`config.mk`:
```
export PLATFORM = sky130hd
export DESIGN_NAME = pll_reconfig_ctrl_flat
export DESIGN_NICKNAME = d
export VERILOG_FILES = /design/src/rtl/pll_reconfig_pkg.sv /design/src/rtl/pll_reconfig_if.sv /design/src/rtl/pll_reconfig_ctrl_lock_sync.sv /design/src/rtl/pll_reconfig_ctrl.sv /design/src/flat_wrapper.sv
export SDC_FILE = /design/constraint.sdc
export NUM_CORES = 1
export LEC_CHECK = 0
export ABC_AREA = 0
export BUFFER_PORTS_ARGS = -buffer_cell sky130_fd_sc_hd__buf_2
export CAP_MARGIN = 0
export CORE_MARGIN = 1
export CORE_UTILIZATION = 48
export CTS_CLUSTER_SIZE = 30
export DETAILED_ROUTE_END_ITERATION = 6
export PLACE_DENSITY = 0.76
export SLEW_MARGIN = 10
export SYNTH_ARGS = -nofsm -noshare
export SYNTH_HDL_FRONTEND = slang
export SYNTH_SLANG_ARGS = --single-unit
```
`constraint.sdc`:
```
create_clock -name clk -period 2.4 [get_ports clk]
set_input_delay 0 -clock clk [delete_from_list [all_inputs] [get_ports clk]]
set_output_delay 0 -clock clk [all_outputs]
set_load 0.005 [all_outputs]
```
`src/rtl/pll_reconfig_pkg.sv`:
```
// Shared types and constants for the D_PLL reconfiguration sequencer.
package pll_reconfig_pkg;

    typedef enum logic [3:0] {
        S_IDLE,
        S_WR_MODE,
        S_WR_N,
        S_WR_M,
        S_WR_C0,
        S_WR_START,
        S_POLL_RD,
        S_POLL_CHK,
        S_WAIT_LOCK,
        S_FIN
    } state_t;

    // Reconfig core management-port register map
    localparam logic [5:0] ADDR_MODE   = 6'h00;
    localparam logic [5:0] ADDR_STATUS = 6'h01;
    localparam logic [5:0] ADDR_START  = 6'h02;
    localparam logic [5:0] ADDR_N      = 6'h03;
    localparam logic [5:0] ADDR_M      = 6'h04;
    localparam logic [5:0] ADDR_C      = 6'h05;

    localparam logic [1:0] ERR_NONE = 2'd0;
    localparam logic [1:0] ERR_POLL = 2'd1;
    localparam logic [1:0] ERR_LOCK = 2'd2;

    // Counter word layout: [17]=odd, [16]=bypass, [15:8]=high, [7:0]=low
    localparam int CW_WIDTH  = 18;
    localparam int CW_ODD    = 17;
    localparam int CW_BYPASS = 16;
    localparam int CW_HI_LSB = 8;
    localparam int CW_LO_LSB = 0;
    localparam int C_SEL_LSB = 18;

    localparam logic [4:0] C0_SEL = 5'd0;

    // Build a counter write word; the select field only matters for C counters.
    function automatic logic [31:0] cnt_word(input logic [CW_WIDTH-1:0] w,
                                             input logic [4:0] sel);
        return {9'b0, sel, w};
    endfunction

endpackage

```
`src/rtl/pll_reconfig_if.sv`:
```
// Request/status handshake and Avalon-MM management bus of the sequencer.
interface pll_reconfig_if;

    logic        req_valid;
    logic        req_ready;
    logic [17:0] req_n;
    logic [17:0] req_m;
    logic [17:0] req_c0;
    logic        busy;
    logic        done;
    logic        error;
    logic [1:0]  err_code;
    logic [5:0]  mgmt_address;
    logic [31:0] mgmt_writedata;
    logic        mgmt_write;
    logic        mgmt_read;
    logic [31:0] mgmt_readdata;
    logic        mgmt_waitrequest;

    // Controller side
    modport master (
        input  req_valid, req_n, req_m, req_c0, mgmt_readdata, mgmt_waitrequest,
        output req_ready, busy, done, error, err_code,
               mgmt_address, mgmt_writedata, mgmt_write, mgmt_read
    );

    // Host / reconfig core side
    modport slave (
        output req_valid, req_n, req_m, req_c0, mgmt_readdata, mgmt_waitrequest,
        input  req_ready, busy, done, error, err_code,
               mgmt_address, mgmt_writedata, mgmt_write, mgmt_read
    );

endinterface

```
`src/rtl/pll_reconfig_ctrl_lock_sync.sv`:
```
// Synchroniser for the asynchronous PLL locked flag plus a 4-cycle stability
// qualifier. Both are held clear while disabled so a lock left over from
// before the reconfiguration cannot qualify immediately.
module pll_lock_sync #(
    parameter int SYNC_STAGES = 2
) (
    input  logic clk,
    input  logic rst_n,
    input  logic i_locked,
    input  logic i_en,
    output logic o_lock_stable
);

    logic [SYNC_STAGES-1:0] r_sync;
    logic [2:0]             r_qual;

    // Shift locked through the sync chain and count consecutive high cycles
    always_ff @(posedge clk or negedge rst_n) begin
        if (!rst_n) begin
            r_sync <= '0;
            r_qual <= '0;
        end else if (!i_en) begin
            r_sync <= '0;
            r_qual <= '0;
        end else begin
            r_sync <= {r_sync[SYNC_STAGES-2:0], i_locked};
            if (!r_sync[SYNC_STAGES-1])
                r_qual <= '0;
            else if (r_qual != 3'd4)
                r_qual <= r_qual + 3'd1;
        end
    end

    assign o_lock_stable = (r_qual == 3'd4);

endmodule

```
`src/rtl/pll_reconfig_ctrl.sv`:
```
// D_PLL dynamic reconfiguration sequencer.
//
// state       | meaning
// ------------+-----------------------------------------------
// IDLE        | ready for a request
// WR_MODE     | write polling mode (addr 0x00)
// WR_N        | write N counter (addr 0x03)
// WR_M        | write M counter (addr 0x04)
// WR_C0       | write C0 counter (addr 0x05)
// WR_START    | kick the reconfiguration (addr 0x02)
// POLL_RD     | read status (addr 0x01)
// POLL_CHK    | inspect status bit 0, retry or give up
// WAIT_LOCK   | wait for qualified lock or lock timeout
// FIN         | one-cycle done/error pulse
//
// Each bus state has two phases: phase 0 drives the strobe until the
// transfer completes, phase 1 is a strobe-low gap before moving on.
module pll_reconfig_ctrl
    import pll_reconfig_pkg::*;
#(
    parameter int LOCK_TIMEOUT = 65535,
    parameter int POLL_LIMIT   = 1024,
    parameter int SYNC_STAGES  = 2
) (
    input  logic           clk,
    input  logic           rst_n,
    input  logic           pll_locked,
    pll_reconfig_if.master bus
);

    localparam logic [19:0] LOCK_LOAD  = 20'(LOCK_TIMEOUT - 1);
    localparam logic [15:0] POLL_LAST  = 16'(POLL_LIMIT);

    state_t      r_state, w_next;
    logic        r_phase, w_phase;
    logic [17:0] r_n, r_m, r_c0;
    logic [1:0]  r_err, w_err;
    logic [15:0] r_poll, w_poll;
    logic [19:0] r_lock_cnt, w_lock_cnt;
    logic        r_status, w_status;
    logic        w_latch;
    logic        w_wr, w_rd;
    logic [5:0]  w_addr;
    logic [31:0] w_wdata;
    logic        w_xfer_done;
    logic        w_lock_en;
    logic        w_lock_stable;
    logic        w_unused_rd;

    assign w_unused_rd = ^bus.mgmt_readdata[31:1];
    assign w_lock_en   = (r_state == S_WAIT_LOCK);
    assign w_xfer_done = (w_wr || w_rd) && !bus.mgmt_waitrequest;

    pll_lock_sync #(.SYNC_STAGES(SYNC_STAGES)) u_lock_sync (
        .clk           (clk),
        .rst_n         (rst_n),
        .i_locked      (pll_locked),
        .i_en          (w_lock_en),
        .o_lock_stable (w_lock_stable)
    );

    // Bus command decode; depends only on registers so it stays stable under waitrequest
    always_comb begin
        w_wr    = 1'b0;
        w_rd    = 1'b0;
        w_addr  = ADDR_MODE;
        w_wdata = '0;
        if (!r_phase) begin
            case (r_state)
                S_WR_MODE:  begin w_wr = 1'b1; w_addr = ADDR_MODE;  w_wdata = 32'd1; end
                S_WR_N:     begin w_wr = 1'b1; w_addr = ADDR_N;     w_wdata = cnt_word(r_n, 5'd0); end
                S_WR_M:     begin w_wr = 1'b1; w_addr = ADDR_M;     w_wdata = cnt_word(r_m, 5'd0); end
                S_WR_C0:    begin w_wr = 1'b1; w_addr = ADDR_C;     w_wdata = cnt_word(r_c0, C0_SEL); end
                S_WR_START: begin w_wr = 1'b1; w_addr = ADDR_START; w_wdata = 32'd1; end
                S_POLL_RD:  begin w_rd = 1'b1; w_addr = ADDR_STATUS; end
                default: ;
            endcase
        end
    end

    // Next-state and datapath updates
    always_comb begin
        w_next     = r_state;
        w_phase    = r_phase;
        w_err      = r_err;
        w_poll     = r_poll;
        w_lock_cnt = r_lock_cnt;
        w_status   = r_status;
        w_latch    = 1'b0;
        case (r_state)
            S_IDLE: begin
                if (bus.req_valid) begin
                    w_latch = 1'b1;
                    w_err   = ERR_NONE;
                    w_poll  = '0;
                    w_phase = 1'b0;
                    w_next  = S_WR_MODE;
                end
            end
            S_WR_MODE, S_WR_N, S_WR_M, S_WR_C0, S_WR_START, S_POLL_RD: begin
                if (r_phase) begin
                    w_phase = 1'b0;
                    case (r_state)
                        S_WR_MODE:  w_next = S_WR_N;
                        S_WR_N:     w_next = S_WR_M;
                        S_WR_M:     w_next = S_WR_C0;
                        S_WR_C0:    w_next = S_WR_START;
                        S_WR_START: w_next = S_POLL_RD;
                        default:    w_next = S_POLL_CHK;
                    endcase
                end else if (w_xfer_done) begin
                    w_phase = 1'b1;
                    if (r_state == S_POLL_RD)
                        w_status = bus.mgmt_readdata[0];
                end
            end
            S_POLL_CHK: begin
                if (r_status) begin
                    w_lock_cnt = LOCK_LOAD;
                    w_next     = S_WAIT_LOCK;
                end else begin
                    w_poll = r_poll + 16'd1;
                    if (w_poll == POLL_LAST) begin
                        w_err  = ERR_POLL;
                        w_next = S_FIN;
                    end else begin
                        w_next = S_POLL_RD;
                    end
                end
            end
            S_WAIT_LOCK: begin
                if (w_lock_stable) begin
                    w_next = S_FIN;
                end else if (r_lock_cnt == '0) begin
                    w_err  = ERR_LOCK;
                    w_next = S_FIN;
                end else begin
                    w_lock_cnt = r_lock_cnt - 20'd1;
                end
            end
            S_FIN:   w_next = S_IDLE;
            default: w_next = S_IDLE;
        endcase
    end

    // State and datapath registers; reset aborts any transfer in flight
    always_ff @(posedge clk or negedge rst_n) begin
        if (!rst_n) begin
            r_state    <= S_IDLE;
            r_phase    <= 1'b0;
            r_n        <= '0;
            r_m        <= '0;
            r_c0       <= '0;
            r_err      <= ERR_NONE;
            r_poll     <= '0;
            r_lock_cnt <= '0;
            r_status   <= 1'b0;
        end else begin
            r_state    <= w_next;
            r_phase    <= w_phase;
            r_err      <= w_err;
            r_poll     <= w_poll;
            r_lock_cnt <= w_lock_cnt;
            r_status   <= w_status;
            if (w_latch) begin
                r_n  <= bus.req_n;
                r_m  <= bus.req_m;
                r_c0 <= bus.req_c0;
            end
        end
    end

    assign bus.req_ready      = rst_n && (r_state == S_IDLE);
    assign bus.busy           = (r_state != S_IDLE);
    assign bus.done           = (r_state == S_FIN) && (r_err == ERR_NONE);
    assign bus.error          = (r_state == S_FIN) && (r_err != ERR_NONE);
    assign bus.err_code       = r_err;
    assign bus.mgmt_address   = w_addr;
    assign bus.mgmt_writedata = w_wdata;
    assign bus.mgmt_write     = w_wr;
    assign bus.mgmt_read      = w_rd;

endmodule

```
`src/flat_wrapper.sv`:
```
// flat-port wrapper written by rule: the top's interface ports become plain ports
module pll_reconfig_ctrl_flat import pll_reconfig_pkg::*;
#(
    parameter int LOCK_TIMEOUT = 65535,
    parameter int POLL_LIMIT   = 1024,
    parameter int SYNC_STAGES  = 2
)
  (clk, rst_n, pll_locked, bus_req_valid, bus_req_n, bus_req_m, bus_req_c0, bus_mgmt_readdata, bus_mgmt_waitrequest, bus_req_ready, bus_busy, bus_done, bus_error, bus_err_code, bus_mgmt_address, bus_mgmt_writedata, bus_mgmt_write, bus_mgmt_read);
  pll_reconfig_if bus_i ();
  input  logic clk;
  input  logic rst_n;
  input  logic pll_locked;
  input wire logic [$bits(bus_i.req_valid)-1:0] bus_req_valid;
  input wire logic [$bits(bus_i.req_n)-1:0] bus_req_n;
  input wire logic [$bits(bus_i.req_m)-1:0] bus_req_m;
  input wire logic [$bits(bus_i.req_c0)-1:0] bus_req_c0;
  input wire logic [$bits(bus_i.mgmt_readdata)-1:0] bus_mgmt_readdata;
  input wire logic [$bits(bus_i.mgmt_waitrequest)-1:0] bus_mgmt_waitrequest;
  output wire logic [$bits(bus_i.req_ready)-1:0] bus_req_ready;
  output wire logic [$bits(bus_i.busy)-1:0] bus_busy;
  output wire logic [$bits(bus_i.done)-1:0] bus_done;
  output wire logic [$bits(bus_i.error)-1:0] bus_error;
  output wire logic [$bits(bus_i.err_code)-1:0] bus_err_code;
  output wire logic [$bits(bus_i.mgmt_address)-1:0] bus_mgmt_address;
  output wire logic [$bits(bus_i.mgmt_writedata)-1:0] bus_mgmt_writedata;
  output wire logic [$bits(bus_i.mgmt_write)-1:0] bus_mgmt_write;
  output wire logic [$bits(bus_i.mgmt_read)-1:0] bus_mgmt_read;
  assign bus_i.req_valid = bus_req_valid;
  assign bus_i.req_n = bus_req_n;
  assign bus_i.req_m = bus_req_m;
  assign bus_i.req_c0 = bus_req_c0;
  assign bus_i.mgmt_readdata = bus_mgmt_readdata;
  assign bus_i.mgmt_waitrequest = bus_mgmt_waitrequest;
  assign bus_req_ready = bus_i.req_ready;
  assign bus_busy = bus_i.busy;
  assign bus_done = bus_i.done;
  assign bus_error = bus_i.error;
  assign bus_err_code = bus_i.err_code;
  assign bus_mgmt_address = bus_i.mgmt_address;
  assign bus_mgmt_writedata = bus_i.mgmt_writedata;
  assign bus_mgmt_write = bus_i.mgmt_write;
  assign bus_mgmt_read = bus_i.mgmt_read;
  pll_reconfig_ctrl #(.LOCK_TIMEOUT(LOCK_TIMEOUT), .POLL_LIMIT(POLL_LIMIT), .SYNC_STAGES(SYNC_STAGES)) u_core (.clk(clk), .rst_n(rst_n), .pll_locked(pll_locked), .bus(bus_i));
endmodule
```
# After elaboration in Yosys (flattened, before gate mapping)
# Cells that the tools add are included.
# op_classes
eq_ne	22
bitwise	1
n_mux	39
n_addsub	3
n_reduce_logical	24
# op_table
operator	n
one-hot mux 18 bit (4 select lines)	1
two-way mux 20 bit	3
one-hot mux 20 bit (2 select lines)	1
two-way mux 16 bit	2
two-way mux 32 bit	1
one-hot mux 16 bit (2 select lines)	1
one-hot mux 3 bit (5 select lines)	2
two-way mux 4 bit	6
logical NOT 20 bit	1
subtractor 20 x 1 -> 20 bit (second input constant)	1
adder 16 x 1 -> 16 bit (second input constant)	1
equality test 16 x 11 -> 1 bit (second input constant)	1
equality test 4 x 3 -> 1 bit (second input constant)	4
one-hot mux 4 bit (4 select lines)	1
two-way mux 2 bit	6
two-way mux 1 bit	9
two-way mux 3 bit	3
equality test 4 x 2 -> 1 bit (second input constant)	2
equality test 4 bit (second input constant)	2
!= test 2 x 1 -> 1 bit (second input constant)	4
!= test 2 bit (second input constant)	4
AND reduction 4 bit	2
nonzero test 2 bit	4
two-way mux 6 bit	1
other kinds (22)	26
# word_totals
out_inout_bits	46
wordCells	100
input_bits	91
regBits	103

# Logic depth before layout (Yosys ltp)
# depth
word_depth	9
mapped_depth	10
mapped_depth_nobuf	8

# Modules after synthesis
# A second synthesis with hierarchy kept.
# hier_totals
cells_unflattened	523
area_unflattened_um2	5446.5
# by_module_without_submodules
mod	instances	area_per_inst_um2	cells_each
pll_reconfig_ctrl	1	5203.7	501
pll_lock_sync	1	242.7	22

# Least setup slack after synthesis
# No wires, ideal clock.
# synth_path
path_kind	flip-flop to flip-flop
start	register u_core.r_poll[0]
end	register u_core.r_err[1] (netlist: u_core.bus.err_code[1])
stages_incl_launch_ff	9
required_time_ps	2274
arrival_time_ps	2170
setup_ps	126
period_less_slack_ps	2296
slack_ps	104
path_buffers	1
cell_sequence	dfrtp_1 ha_1 buf_2 nand4_1 nor2_1 nand4_1 a211oi_1 nand4_1 a311o_1
# synth_via
elab_chain_len	4
# synth_lines
item	line	text
from (decl)	pll_reconfig_ctrl.sv:38	logic [15:0] r_poll, w_poll;
from (signal assigned)	pll_reconfig_ctrl.sv:162	r_poll <= w_poll;
adder 16 x 1 -> 16 bit	pll_reconfig_ctrl.sv:122	w_poll = r_poll + 16'd1;
equality test 16 x 11 -> 1 bit	pll_reconfig_ctrl.sv:123	if (w_poll == POLL_LAST) begin
!= test 2 x 1 -> 1 bit (no line)	n/a	
AND reduction 6 bit (no line)	n/a	
to (signal assigned)	pll_reconfig_ctrl.sv:161	r_err <= w_err;
to (decl)	pll_reconfig_ctrl.sv:37	logic [1:0] r_err, w_err;
# No other way between the ends.
# A chain may end at the register's enable or synchronous reset.

# Worst setup path in the final report
# layout_path
start	register u_core.r_state[1]
end	register u_core.r_lock_cnt[18]
# layout_via
elab_chain_len	3
# layout_lines
item	line	text
from (decl)	pll_reconfig_ctrl.sv:34	state_t r_state, w_next;
from (signal assigned)	pll_reconfig_ctrl.sv:159	r_state <= w_next;
equality test 4 x 3 -> 1 bit / equality test 4 bit (equally long branches)	pll_reconfig_ctrl.sv:90	case (r_state)
!= test 2 x 1 -> 1 bit (no line) (tied with other cells)	n/a	
AND reduction 4 bit (no line)	n/a	
to (signal assigned)	pll_reconfig_ctrl.sv:163	r_lock_cnt <= w_lock_cnt;
to (decl)	pll_reconfig_ctrl.sv:39	logic [19:0] r_lock_cnt, w_lock_cnt;
# Several ways; a longest one is shown, not always the timed one.

==> metrics <==
status=finished, final reports clean; Sink Count=roughly 100; RePlAce Congestion=0.794; setup_tns=0 ps; vias in the first global route=4,651; worst hold slack=94.8 ps; vias=between 4,000 and 5,000; register area share after synthesis=0.478; CP Capture Type=flip-flop; r2r endpoint=u_core.r_lock_cnt[18]$_DFFE_PN0P_; Final period util=0.990; gr ovfl total=0; Final Instance Count excl. Fillers=between 800 and 900; Pleak=2.97 nW; Die ar.=between 10,000 and 15,000 sq um; Tot GR Track Use=0.253; largest net degree at the start of global routing=~100; adder-cell share of the synthesized area=0.00928; I/O Buffers=88; Avg Synthesized Cell Area=approximately 10 sq um; Worst Hold Class=input port to flip-flop; maximum clock rate=between 400 and 500 MHz; Detailed Route WL=around 14 mm; Comb power frac=0.415; Iteration-0 DRC Markers=406; average wire per standard cell=around 17 um; critical path, cell by cell=or4b_4 > a21oi_2 > o21ai_4 > buf_4 > a2111oi_0 > xnor2_1 > nor2_1; first-pass GRT wire length=22.9 mm; # diodes=0; RSZ-0062 raised after global routing=yes; CP max FO=5; Worst EP required=2660 ps; final setup vio count=0; Async S/R FF share, synth=1.00; net switching power figure=about 2.6 mW; Compound-Gate Fraction of Synth Area=0.147; Die H=roughly 110 um; Most used DFF post-synth=dfrtp_1; synth cell count leaders=dfrtp_1 (103), mux2_2 (55), nor2_1 (48); library cells used by synthesis=a little over 60; Clock Skew=roughly 11 ps; max-cap violations=0; CP max-delay cell=or4b_4; IO Pins=between 100 and 150; kind of critical path=flip-flop to flip-flop; Final Hold Viols=0; FF+latch count, synth=~100; sequential cell fraction of total power=0.435; worst r2r src=u_core.r_state[1]$_DFFE_PN0P_; clock latency on the worst-skew pair=roughly 370 ps; ranking of synthesized cells by area=dfrtp_1 (48%), mux2_2 (11%), nor2_1 (3.3%); Pwr Density=about 1000 nW/um^2; Die Width=108 um; post-route ant nets=0; min cycle time layout=roughly 2400 ps; DP Wirelength=8.15 mm; Root Driver=clkbuf_8; area share of the largest cell type after synthesis=0.478; simple-gate portion of the synthesized area=0.151; layout cells sized above 1=0.314; Worst slew margin=0.276; Int Pwr=between 4 and 5 mW; Initial Utilization=0.495; largest family of logic cells by synthesized area=simple AND/OR/NAND/NOR gates; drt via density=5.70; Arrival @ worst endpoint=2630 ps; synth-to-layout area growth=27.1%; reg2reg path depth=7; Worst path top cell family by delay=compound AO/OA/AOI/OAI gates; H-tree level count=3; Post-synth EDFFs=0; critical path endpoint=u_core.r_lock_cnt[18]$_DFFE_PN0P_; CP bufs+invs=1; CTS tree=yes; max-slew violations=0; # rows=38; Cells after Synth=a little over 500; Max stage delay on crit path=between 500 and 600 ps; VDD IR-drop max=approximately 0.7 mV; power share of the clock group=0.149; Post-Synthesis Cell Area=5390 sq um; mux cell area share after synthesis=0.120; r2r setup slk=~24 ps; DRC=0; drt first pass iters=7; Yosys top cell by area=dfrtp_1; count leader, synth=dfrtp_1; CTS buffer count=9; Levels on crit path=7; worst-case clock buffer depth=2; nets=roughly 770; crit path launch type=flip-flop; Syn. warnings=0; Slew @ Worst Pin=approximately 1100 ps; Critical path origin=u_core.r_state[1]$_DFFE_PN0P_; Clock Pin Slew Worst Setup and Hold Paths=100 ps; initial antenna violation count=0; xor/xnor share of the synthesized area=0.0341; Core Footprint=between 10,000 and 15,000 sq um; switching part of the total=0.383; placed cell count=742
[sequential cells by signal (all words and copies together) (netlist names)]
| name | flops |
|---|---|
| u_core.r_lock_cnt | 20 |
| u_core.r_c0 | 18 |
| u_core.r_m | 18 |
| u_core.r_n | 18 |
| u_core.r_poll | 16 |
| u_core.r_state | 4 |
| u_core.u_lock_sync.r_qual | 3 |
| u_core.bus.err_code | 2 |
| u_core.u_lock_sync.r_sync | 2 |
| u_core.r_phase | 1 |
| u_core.r_status | 1 |
[worst min path at each step]
stage,from,endpoint,slack (ps),cells after the start
2_1_floorplan,rst_n,u_core.bus.err_code[0]$_DFFE_PN0P_,-300,0
3_3_place_gp,rst_n,u_core.r_c0[9]$_DFFE_PN0P_,120,2
3_5_place_dp,rst_n,u_core.r_poll[1]$_DFFE_PN0P_,140,2
4_1_cts,bus_req_valid,u_core.r_phase$_DFFE_PN0P_,80,4
5_1_grt,bus_req_valid,u_core.r_phase$_DFFE_PN0P_,110,4
6_report,bus_req_valid,u_core.r_phase$_DFFE_PN0P_,90,4
[power by group through the flow]
stage	logic, mW	clock network [mW]	registers, mW
5_1_grt	3.09	1.12	3.04
4_1_cts	2.74	1.03	2.90
6_report	2.83	1.02	2.97
3_3_place_gp	2.56	0	2.87
3_5_place_dp	2.66	0	2.93
2_1_floorplan	1.90	0	2.77
[what timing repair did]
action	in CTS	in global routing
endpoints found under the hold margin	160	0
endpoints found under the setup margin	0	16
setup buffers	0	2
gates resized for setup	0	11
hold buffers	58	0
[cell usage in the layout, fill, tap and decap left out, drive strengths merged, types with 4 or more instances in the layout]
cell	n
or3	6
mux2	55
a21oi	17
inv	12
and2	6
xnor2	20
nand2	33
nor4	9
conb	17
clkbuf	11
nor2	48
nand3	10
and3	7
a2111oi	8
dlygate4sd3	58
a211oi	4
a31oi	6
nand4	10
ha	4
buf	119
dfrtp	103
a222oi	17
nor3	16
o21ai	37
[layout make-up]
cell class,count,area [sq um]
flip-flops and latches,103,2580
inverters,11,41.3
clock inverters,4,31.3
clock buffers,11,141
repair buffers,177,1280
fillers,807,4040
multi-input cells,370,2600
well taps,140,175
[per-layer routing]
metal,up-vias,share of wire,GRT usage
li1,2173,-,-
met1,2275,0.42,0.328
met2,177,0.50,0.411
met3,27,0.061,0.0633
met4,0,0.020,0.0900
met5,-,0,0
[logic make-up after synthesis]
| family | Yosys count |
|---|---|
| adder cells (fa/ha/maj) | 4 |
| flip-flops | 103 |
| AND/OR/NAND/NOR | 161 |
| other | 1 |
| XOR/XNOR | 21 |
| multiplexers | 58 |
| buffers and inverters | 61 |
| AO/OA/AOI/OAI | 109 |
[worst register-to-register path: stages, from the launching register on]
cell and delay, ps:
dfrtp_1 400, or4b_4 580, a21oi_2 180, o21ai_4 110
buf_4 150, a2111oi_0 550, xnor2_1 220, nor2_1 60
[metrics by stage]
stage	total power [mW]	area, sq um	util	setup slack (ps)
finish	6.83	6850	0.629	24.3
global route	7.25	6850	0.629	-68.4
CTS	6.67	6800	0.624	26.8
detailed placement	5.58	6050	0.555	27.2
global placement	5.44	6050	0.555	90.6
floorplan	4.67	5450	-	104
(Power assumes the default switching activity.)
